===== src/rtl/gcd_pkg.sv =====
// Shared definitions for the GCD family of blocks.
package gcd_pkg;

  typedef enum logic [1:0] {IDLE, CALC, DONE} gcd_state_e;

endpackage


===== src/rtl/gcd_fifo.sv =====
// First-word-fall-through operand FIFO; each entry is one {a,b} pair.
module gcd_fifo #(
  parameter  int WIDTH = 8,
  parameter  int DEPTH = 4,
  localparam int CNT_W = $clog2(DEPTH) + 1,
  localparam int PTR_W = $clog2(DEPTH)
) (
  input  logic               clk_i,
  input  logic               rst_i,
  input  logic               wr_en,
  input  logic               rd_en,
  input  logic [2*WIDTH-1:0] data_i,
  output logic [2*WIDTH-1:0] data_o,
  output logic               full,
  output logic               empty,
  output logic [CNT_W-1:0]   count
);

  logic [2*WIDTH-1:0] mem [DEPTH];
  logic [PTR_W-1:0]   wr_ptr;
  logic [PTR_W-1:0]   rd_ptr;
  logic               do_wr;
  logic               do_rd;

  // A full FIFO refuses a write even when a read frees a slot in the same cycle.
  assign do_wr  = wr_en && !full;
  assign do_rd  = rd_en && !empty;
  assign full   = (count == CNT_W'(DEPTH));
  assign empty  = (count == '0);
  assign data_o = mem[rd_ptr];

  always_ff @(posedge clk_i) begin
    if (rst_i) begin
      wr_ptr <= '0;
      rd_ptr <= '0;
      count  <= '0;
    end else begin
      if (do_wr) wr_ptr <= wr_ptr + 1'b1;
      if (do_rd) rd_ptr <= rd_ptr + 1'b1;
      case ({do_wr, do_rd})
        2'b10:   count <= count + 1'b1;
        2'b01:   count <= count - 1'b1;
        default: count <= count;
      endcase
    end
  end

  always_ff @(posedge clk_i) begin
    if (do_wr) mem[wr_ptr] <= data_i;
  end

endmodule


===== src/rtl/gcd_stream.sv =====
// Streaming GCD unit: operand FIFO feeding an iterative subtraction engine,
// results delivered in input order over a valid/ready port.
module gcd_stream
  import gcd_pkg::*;
#(
  parameter  int WIDTH = 8,
  parameter  int DEPTH = 4,
  localparam int CNT_W = $clog2(DEPTH) + 1
) (
  input  logic             clk_i,
  input  logic             rst_i,
  input  logic             in_valid_i,
  output logic             in_ready_o,
  input  logic [WIDTH-1:0] a_i,
  input  logic [WIDTH-1:0] b_i,
  output logic             out_valid_o,
  input  logic             out_ready_i,
  output logic [WIDTH-1:0] result_o,
  output logic             busy_o,
  output logic [CNT_W-1:0] fifo_count_o
);

  gcd_state_e         state;
  gcd_state_e         state_next;
  logic [WIDTH-1:0]   a_reg;
  logic [WIDTH-1:0]   b_reg;
  logic [WIDTH-1:0]   res_reg;
  logic [WIDTH-1:0]   a_next;
  logic [WIDTH-1:0]   b_next;
  logic [WIDTH-1:0]   res_next;
  logic [2*WIDTH-1:0] head;
  logic               pop;
  logic               fifo_full;
  logic               fifo_empty;
  logic               done_calc;

  gcd_fifo #(
    .WIDTH (WIDTH),
    .DEPTH (DEPTH)
  ) u_fifo (
    .clk_i  (clk_i),
    .rst_i  (rst_i),
    .wr_en  (in_valid_i),
    .rd_en  (pop),
    .data_i ({a_i, b_i}),
    .data_o (head),
    .full   (fifo_full),
    .empty  (fifo_empty),
    .count  (fifo_count_o)
  );

  assign in_ready_o  = !fifo_full;
  assign out_valid_o = (state == DONE);
  assign busy_o      = (state != IDLE);
  assign result_o    = res_reg;
  assign done_calc   = (a_reg == b_reg) || (a_reg == '0) || (b_reg == '0);

  always_comb begin
    state_next = state;
    a_next     = a_reg;
    b_next     = b_reg;
    res_next   = res_reg;
    pop        = 1'b0;
    case (state)
      IDLE: begin
        if (!fifo_empty) pop = 1'b1;
      end
      CALC: begin
        if (done_calc) begin
          res_next   = (a_reg == '0) ? b_reg : a_reg;
          state_next = DONE;
        end else if (a_reg > b_reg) begin
          a_next = a_reg - b_reg;
        end else begin
          b_next = b_reg - a_reg;
        end
      end
      DONE: begin
        // Chain straight into the next pair on handshake to avoid an IDLE bubble.
        if (out_ready_i) begin
          if (!fifo_empty) pop = 1'b1;
          else             state_next = IDLE;
        end
      end
      default: state_next = IDLE;
    endcase
    if (pop) begin
      a_next     = head[2*WIDTH-1:WIDTH];
      b_next     = head[WIDTH-1:0];
      state_next = CALC;
    end
  end

  always_ff @(posedge clk_i) begin
    if (rst_i) begin
      state   <= IDLE;
      a_reg   <= '0;
      b_reg   <= '0;
      res_reg <= '0;
    end else begin
      state   <= state_next;
      a_reg   <= a_next;
      b_reg   <= b_next;
      res_reg <= res_next;
    end
  end

endmodule


===== config.mk =====
export PLATFORM = sky130hd
export DESIGN_NAME = gcd_stream
export DESIGN_NICKNAME = d
export VERILOG_FILES = /design/src/rtl/gcd_pkg.sv /design/src/rtl/gcd_fifo.sv /design/src/rtl/gcd_stream.sv
export SDC_FILE = /design/constraint.sdc
export NUM_CORES = 1
export LEC_CHECK = 0
export BUFFER_PORTS_ARGS = -buffer_cell sky130_fd_sc_hd__buf_4
export CAP_MARGIN = 5
export CORE_ASPECT_RATIO = 1.25
export CORE_UTILIZATION = 54
export DETAILED_ROUTE_END_ITERATION = 10
export MAX_ROUTING_LAYER = met4
export PLACE_DENSITY = 0.79
export SLEW_MARGIN = 40
export SYNTH_ARGS = -nofsm -noshare
export SYNTH_HDL_FRONTEND = slang
export SYNTH_HIERARCHICAL = 1
export SYNTH_SLANG_ARGS = --single-unit

===== constraint.sdc =====
create_clock -name clk_i -period 2.87 [get_ports clk_i]
set_input_delay 0.1435 -clock clk_i [delete_from_list [all_inputs] [get_ports clk_i]]
set_output_delay 0.1435 -clock clk_i [all_outputs]
set_load 0.1 [all_outputs]

==> reports/results.ini, run 1 <==
[global_route]
grt_pass1_wl_mm=15.07
antenna_found_initial=0
first_global_vias=3046
grt_max_degree=35
gr-total-overflow=0
grt_usage_pct=22.79

[clocking]
clk_latency_ns=0.35
clockBufferDepth=2
path_clk_slew_ns=0.09
clock_sinks=99
post_cts_buffers=0
cts_tree=done
htreeDepth=3
cts_root_buf=clkbuf_8
numCtsBuffers=9

[drt]
route.detailed.drc=0
drt_pass1_iterations=5
wl_mm=9.158
drtIter0Drc=186
detail-route-antenna-nets=0
vias_per_cell=5.530
num_vias=3025
avgRoutedWirePerCell_um=16.74

[placement]
postPlaceCellArea_mm2=0.005136
port_buffers=33
dpl.hpwl_mm=6.285
gp_congestion=0.9226

[power_and_ir_drop]
switching_share_pct=45.66
pwr-share-clk_pct=11.7
p_sw_w=0.002936
power_leakage_nw=1.951
p_int_w=0.003495
p_seq_share_pct=30.9
finalPower_w=0.006431
combPwrFrac_pct=57.3
max-vdd-ir-drop_mv=0.6227
powerDensity_mw_per_mm2=1177

[yosys]
synth_seq_area_share_pct=55.41
synth_edf_count=64
synthFlopType=edfxtp_1
synth.distinct_cells=54
async_flop_share_pct=0
syn_nets=412
ys_warn_count=6
syn_avg_cell_area_um2=12.83
netlist_area_mm2=0.004733
ys_seq_elements=99
synth_cells=369

[die]
dieWidth_um=85.74
initial_core_util_pct=56.49
rows=37
fp.dieH_um=106.7
core_mm2=0.008379
die_area_mm2=0.009146
num_io_pins=34

[timing]
min_period_over_period_pct=89.34
rsz0062_at_grt=false
fin_crit_ns=2.564
hold_slack_ns=0.1160
fin_tns_setup_ns=0
final_hold_viol_count=0
worst_pin_slew_ns=0.7053
setup-violations-final=0
clock_skew_ns=0.009553
clock.fmax_mhz=390.0
slew_headroom_pct=52.91
drv_slew=0

[layout]
layout_commonest_cell=edfxtp_1
final_cell_mix=64 x edfxtp_1, 51 x buf_4, 32 x dfxtp_1
multi_input_area_mm2=0.001877
synthToLayoutAreaGrowth_pct=15.38
drive_gt1_share_pct=23.26
top_register=u_fifo/mem
finalInstanceArea_mm2=0.005461
layout.area.seq_mm2=0.002634
largest_reg_flops=64
fin_nets=470
fillers=609
antennaDiodeCount=0

[critical_path]
cp_max_fo=9
end_kind=register
crit_type=register to register
reg2reg_depth=9
crit_arrival_ns=2.80
cp.required_ns=3.11
start_kind=register

[status]
status=complete, no violations

[flow_run]
max_cap_viol_count=0

[min_path]
hold_class=input pin to register
whs_path_depth=4

layer usage:
| metal | track usage (%) | wire length [um] |
|---|---|---|
| met1 | 26.30 | 3858 |
| met2 | 37.77 | 4616 |
| met4 | 13.81 | 378 |
| met5 | - | 0 |
| met3 | 3.233 | 304 |
final timing paths:
check                                         startpoint  slack, ns                  endpoint
worst max-delay path               a_reg[0]$_SDFFE_PP0P_       0.31     a_reg[4]$_SDFFE_PP0P_
worst min-delay path                         out_ready_i       0.12     state[1]$_SDFFE_PP0P_
worst max register to register     a_reg[0]$_SDFFE_PP0P_       0.31     a_reg[4]$_SDFFE_PP0P_
worst min register to register  result_o[0]$_SDFFE_PP0P_       0.50  result_o[0]$_SDFFE_PP0P_
per-stage QoR:
stage | utilization (%) | worst slack [ns] | std cells
3_5_place_dp | 61.30 | 0.1085 | 517
2_1_floorplan | - | 0.03176 | 369
4_1_cts | 65.07 | 0.08964 | 547
3_3_place_gp | 61.30 | 0.2919 | 517
5_1_grt | 65.18 | 0.03153 | 547
6_report | 65.18 | 0.3061 | 547
cell type report:
cell class,instances,area share [%]
Timing Repair Buffer,67,9.943
Clock buffer,9,2.268
Sequential cell,99,48.22
Clock inverter,5,0.5956
Inverter,28,1.924
Multi-Input combinational cell,222,34.36
Tap cell,117,2.680
synth_stat cells (5+ instances only):
| library cell | n | area share [%] |
|---|---|---|
| xor2_1 | 8 | 1.5 |
| nand2b_1 | 5 | 0.66 |
| nor3_1 | 12 | 1.3 |
| ha_1 | 20 | 5.3 |
| a211oi_1 | 11 | 1.7 |
| nand2_1 | 15 | 1.2 |
| clkbuf_1 | 6 | 0.48 |
| a2111oi_2 | 5 | 1.6 |
| a21oi_1 | 25 | 2.6 |
| mux4_2 | 10 | 4.8 |
| o21ai_0 | 11 | 1.2 |
| buf_2 | 7 | 0.74 |
| dfxtp_1 | 35 | 15 |
| edfxtp_1 | 64 | 41 |
| and2_1 | 5 | 0.66 |
| nor2_1 | 29 | 2.3 |
| buf_6 | 5 | 1.2 |
| inv_1 | 27 | 2.1 |
| mux4_1 | 6 | 3.3 |
power groups by stage:
stage                     clock, W  sequential [W]  combinational [W]
final                     0.000755         0.00199            0.00369
after global routing      0.000827         0.00202            0.00402
after detailed placement         0         0.00202            0.00362
after global placement           0         0.00201            0.00359
after CTS                 0.000766         0.00199            0.00366
after floorplan                  0         0.00241            0.00250
logic make-up (layout without fill, tap and decap cells):
| group | Yosys count | count (layout) | synth area share (%) |
|---|---|---|---|
| AO/OA/AOI/OAI | 71 | 71 | 10.76 |
| XOR/XNOR | 12 | 12 | 2.220 |
| adder cells (fa/ha/maj) | 23 | 23 | 6.556 |
| buffers and inverters | 48 | 109 | 5.128 |
| flip-flops | 99 | 99 | 55.41 |
| multiplexers | 17 | 17 | 8.300 |
| AND/OR/NAND/NOR | 99 | 99 | 11.63 |
critical path, cell delays in order (launching register included):
cell       delay (ns)
dfxtp_1          0.40
inv_1            0.06
ha_1             0.21
fa_1             0.39
nand2b_1         0.19
a21oi_2          0.26
a311oi_4         0.19
nor2_4           0.28
nor3_1           0.08
a2111oi_1        0.38
timing repair:
action | CTS | global route
setup endpoints to repair | 0 | 6
hold buffers | 16 | 0
hold endpoints to repair | 64 | 0
resized for setup | 0 | 2
(Power assumes the default switching activity.)
==> run 2, diff against run 1 <==
--- a/config.mk
+++ b/config.mk
@@ -8,10 +8,10 @@
 export BUFFER_PORTS_ARGS = -buffer_cell sky130_fd_sc_hd__buf_4
 export CAP_MARGIN = 5
 export CORE_ASPECT_RATIO = 1.25
-export CORE_UTILIZATION = 54
+export CORE_UTILIZATION = 51
 export DETAILED_ROUTE_END_ITERATION = 10
 export MAX_ROUTING_LAYER = met4
-export PLACE_DENSITY = 0.79
+export PLACE_DENSITY = 0.76
 export SLEW_MARGIN = 40
 export SYNTH_ARGS = -nofsm -noshare
 export SYNTH_HDL_FRONTEND = slang
==> reports/results.ini, run 2 (same netlist as run 1, synthesis figures left out) <==
[layout]
final_cell_mix=64 x edfxtp_1, 48 x buf_4, 32 x dfxtp_1  ; was 64 x edfxtp_1, 51 x buf_4, 32 x dfxtp_1
antennaDiodeCount=0  ; unchanged
fin_cells=549  ; was 547
layout_commonest_cell=edfxtp_1  ; unchanged
largest_reg_flops=64  ; unchanged
top_register=u_fifo/mem  ; unchanged
layout.area.seq_mm2=0.002634  ; unchanged
fillers=720  ; was 609
synthToLayoutAreaGrowth_pct=15.49  ; was 15.38%
fin_nets=467  ; was 470
drive_gt1_share_pct=23.31  ; was 23.26%
multi_input_area_mm2=0.001872  ; was 0.001877 mm2

[critical_path]
crit_arrival_ns=2.89  ; was 2.80 ns
cp_slowest_stage_delay_ns=0.41  ; was 0.40 ns
reg2reg_depth=10  ; was 9
cp.buffers_inverters=2  ; was 1
worstReg2RegStart=a_reg[0]$_SDFFE_PP0P_  ; unchanged
rr_endpoint=a_reg[4]$_SDFFE_PP0P_  ; unchanged
start_kind=register  ; unchanged
end_kind=register  ; unchanged
crit_type=register to register  ; unchanged
worstPathCellList=inv_1 -> ha_1 -> fa_1 -> nand2b_1 -> a21oi_2 -> a311oi_4 -> nor2_2 -> buf_4 -> nor3_1 -> a2111oi_1  ; was inv_1 -> ha_1 -> fa_1 -> nand2b_1 -> a21oi_2 -> a311oi_4 -> nor2_4 -> nor3_1 -> a2111oi_1
cp.required_ns=3.14  ; was 3.11 ns
cp_max_fo=9  ; unchanged
cp_top_family=compound AO/OA/AOI/OAI gates  ; unchanged
rrSetupSlack_ns=0.25  ; was 0.31 ns
cpMaxStageDelayCell=dfxtp_1  ; unchanged

[drt]
num_vias=3036  ; was 3025
avgRoutedWirePerCell_um=16.73  ; was 16.74 um
drtIter0Drc=187  ; was 186
wl_mm=9.186  ; was 9.158 mm
route.detailed.drc=0  ; unchanged
vias_per_cell=5.530  ; about the same
drt_pass1_iterations=4  ; was 5
detail-route-antenna-nets=0  ; unchanged

[timing]
clock_skew_ns=0.01265  ; was 0.009553 ns
setup-violations-final=0  ; unchanged
min_period_over_period_pct=91.38  ; was 89.34%
drv_slew=0  ; unchanged
worst_pin_slew_ns=0.7634  ; was 0.7053 ns
final_hold_viol_count=0  ; unchanged
rsz0062_at_grt=false  ; unchanged
fin_crit_ns=2.623  ; was 2.564 ns
clock.fmax_mhz=381.3  ; was 390.0 MHz
slew_headroom_pct=49.04  ; was 52.91%
setup_slack_ns=0.2475  ; was 0.3061 ns
fin_tns_setup_ns=0  ; unchanged

[placement]
dp.cells=517  ; unchanged
pre_cts_slack_ns=0.1677  ; was 0.1085 ns
port_buffers=33  ; unchanged
gp_congestion=0.8783  ; was 0.9226
dpl.hpwl_mm=6.193  ; was 6.285 mm

[min_path]
worstHoldStart=out_ready_i  ; unchanged
hold_class=input pin to register  ; unchanged
hold_path_end=state[1]$_SDFFE_PP0P_  ; unchanged
whs_path_depth=4  ; unchanged

[global_route]
first_global_vias=2977  ; was 3046
grt_pass1_wl_mm=14.64  ; was 15.07 mm
gr-total-overflow=0  ; unchanged
antenna_found_initial=0  ; unchanged
grt_max_degree=35  ; unchanged
grt_usage_pct=21.58  ; was 22.79%

[clocking]
clockBufferDepth=2  ; unchanged
cts_tree=done  ; unchanged
numCtsBuffers=9  ; unchanged
clk_latency_ns=0.38  ; was 0.35 ns
cts_root_buf=clkbuf_8  ; unchanged
clock_sinks=99  ; unchanged
htreeDepth=3  ; unchanged
path_clk_slew_ns=0.11  ; was 0.09 ns

[die]
rows=38  ; was 37
die_area_mm2=0.009673  ; was 0.009146 mm2
initial_core_util_pct=53.52  ; was 56.49%
dieWidth_um=88.17  ; was 85.74 um
num_io_pins=34  ; unchanged
fp.dieH_um=109.7  ; was 106.7 um
core_mm2=0.008843  ; was 0.008379 mm2

[power_and_ir_drop]
finalPower_w=0.006476  ; was 0.006431 W
max-vdd-ir-drop_mv=0.4979  ; was 0.6227 mV
power_leakage_nw=1.953  ; was 1.951 nW
powerDensity_mw_per_mm2=1185  ; was 1177 mW/mm2

[status]
status=complete, no violations  ; unchanged

[flow_run]
max_cap_viol_count=0  ; unchanged

run 2: cell types whose count changed in the layout (fill, tap and decap cells not counted), sizes merged:
cell      previous run  this run
buf                 51        48
clkinvlp             3         2
inv                 28        30
clkinv               2         3
run 2: metrics by stage:
stage / util (%) / instance area [um2] / hold slack, ns
after floorplan: - / 4750 / 0.2124
after global placement: 57.87 / 5117 / 0.3412
after detailed placement: 57.87 / 5117 / 0.3465
after CTS: 61.77 / 5463 / 0.09236
after global routing: 61.81 / 5466 / 0.1513
final: 61.81 / 5466 / 0.1086
run 2: cell type report:
type | instances | share of cell area [%]
timing repair buffer | 64 | 9.522
tap | 120 | 2.747
sequential | 99 | 48.18
clock buffer | 9 | 2.266
multi-input combinational | 222 | 34.24
inverter | 28 | 1.923
clock inverter | 7 | 1.122
run 2: worst max path at each step:
stage	slack [ns]	startpoint	endpoint	cells past startpoint
after floorplan	0.03	u_fifo/count[0]$_SDFFE_PP0P_	u_fifo/count[2]$_SDFFE_PP0P_	13
after global placement	0.32	a_reg[0]$_SDFFE_PP0P_	a_reg[4]$_SDFFE_PP0P_	10
after detailed placement	0.17	a_reg[0]$_SDFFE_PP0P_	a_reg[4]$_SDFFE_PP0P_	10
after CTS	0.14	a_reg[0]$_SDFFE_PP0P_	a_reg[4]$_SDFFE_PP0P_	10
after global routing	0.1	a_reg[0]$_SDFFE_PP0P_	a_reg[5]$_SDFFE_PP0P_	10
final	0.25	a_reg[0]$_SDFFE_PP0P_	a_reg[4]$_SDFFE_PP0P_	10
run 2: where the power goes:
| part | switching (W) | internal [W] |
|---|---|---|
| logic | 0.00225 | 0.00137 |
| clock network | 0.000518 | 0.000328 |
| registers | 0.000213 | 0.00179 |
run 2: worst reg2reg max path: cells and delay by family, from the launching register on:
family,cells,cell delay [ns]
DFF,1,0.41
buffers and inverters,2,0.26
adders and majority gates,2,0.60
AOI/OAI and AO/OA,3,0.80
and+or+nand+nor,3,0.44
run 2: timing repair:
action / CTS / global route
endpoints found under the hold margin: 64 / 0
hold buffers: 16 / 0
resized for setup: 0 / 1
setup endpoints to repair: 0 / 1
buffers inserted: 0 / 0
run 2: layer usage:
| metal | track usage, % | vias to the layer above | wire length, um |
|---|---|---|---|
| met5 | - | - | 0 |
| met4 | 10.94 | 0 | 304 |
| met3 | 3.679 | 24 | 361 |
| met2 | 34.51 | 95 | 4540 |
| met1 | 26.40 | 1448 | 3979 |
| li1 | - | 1469 | - |
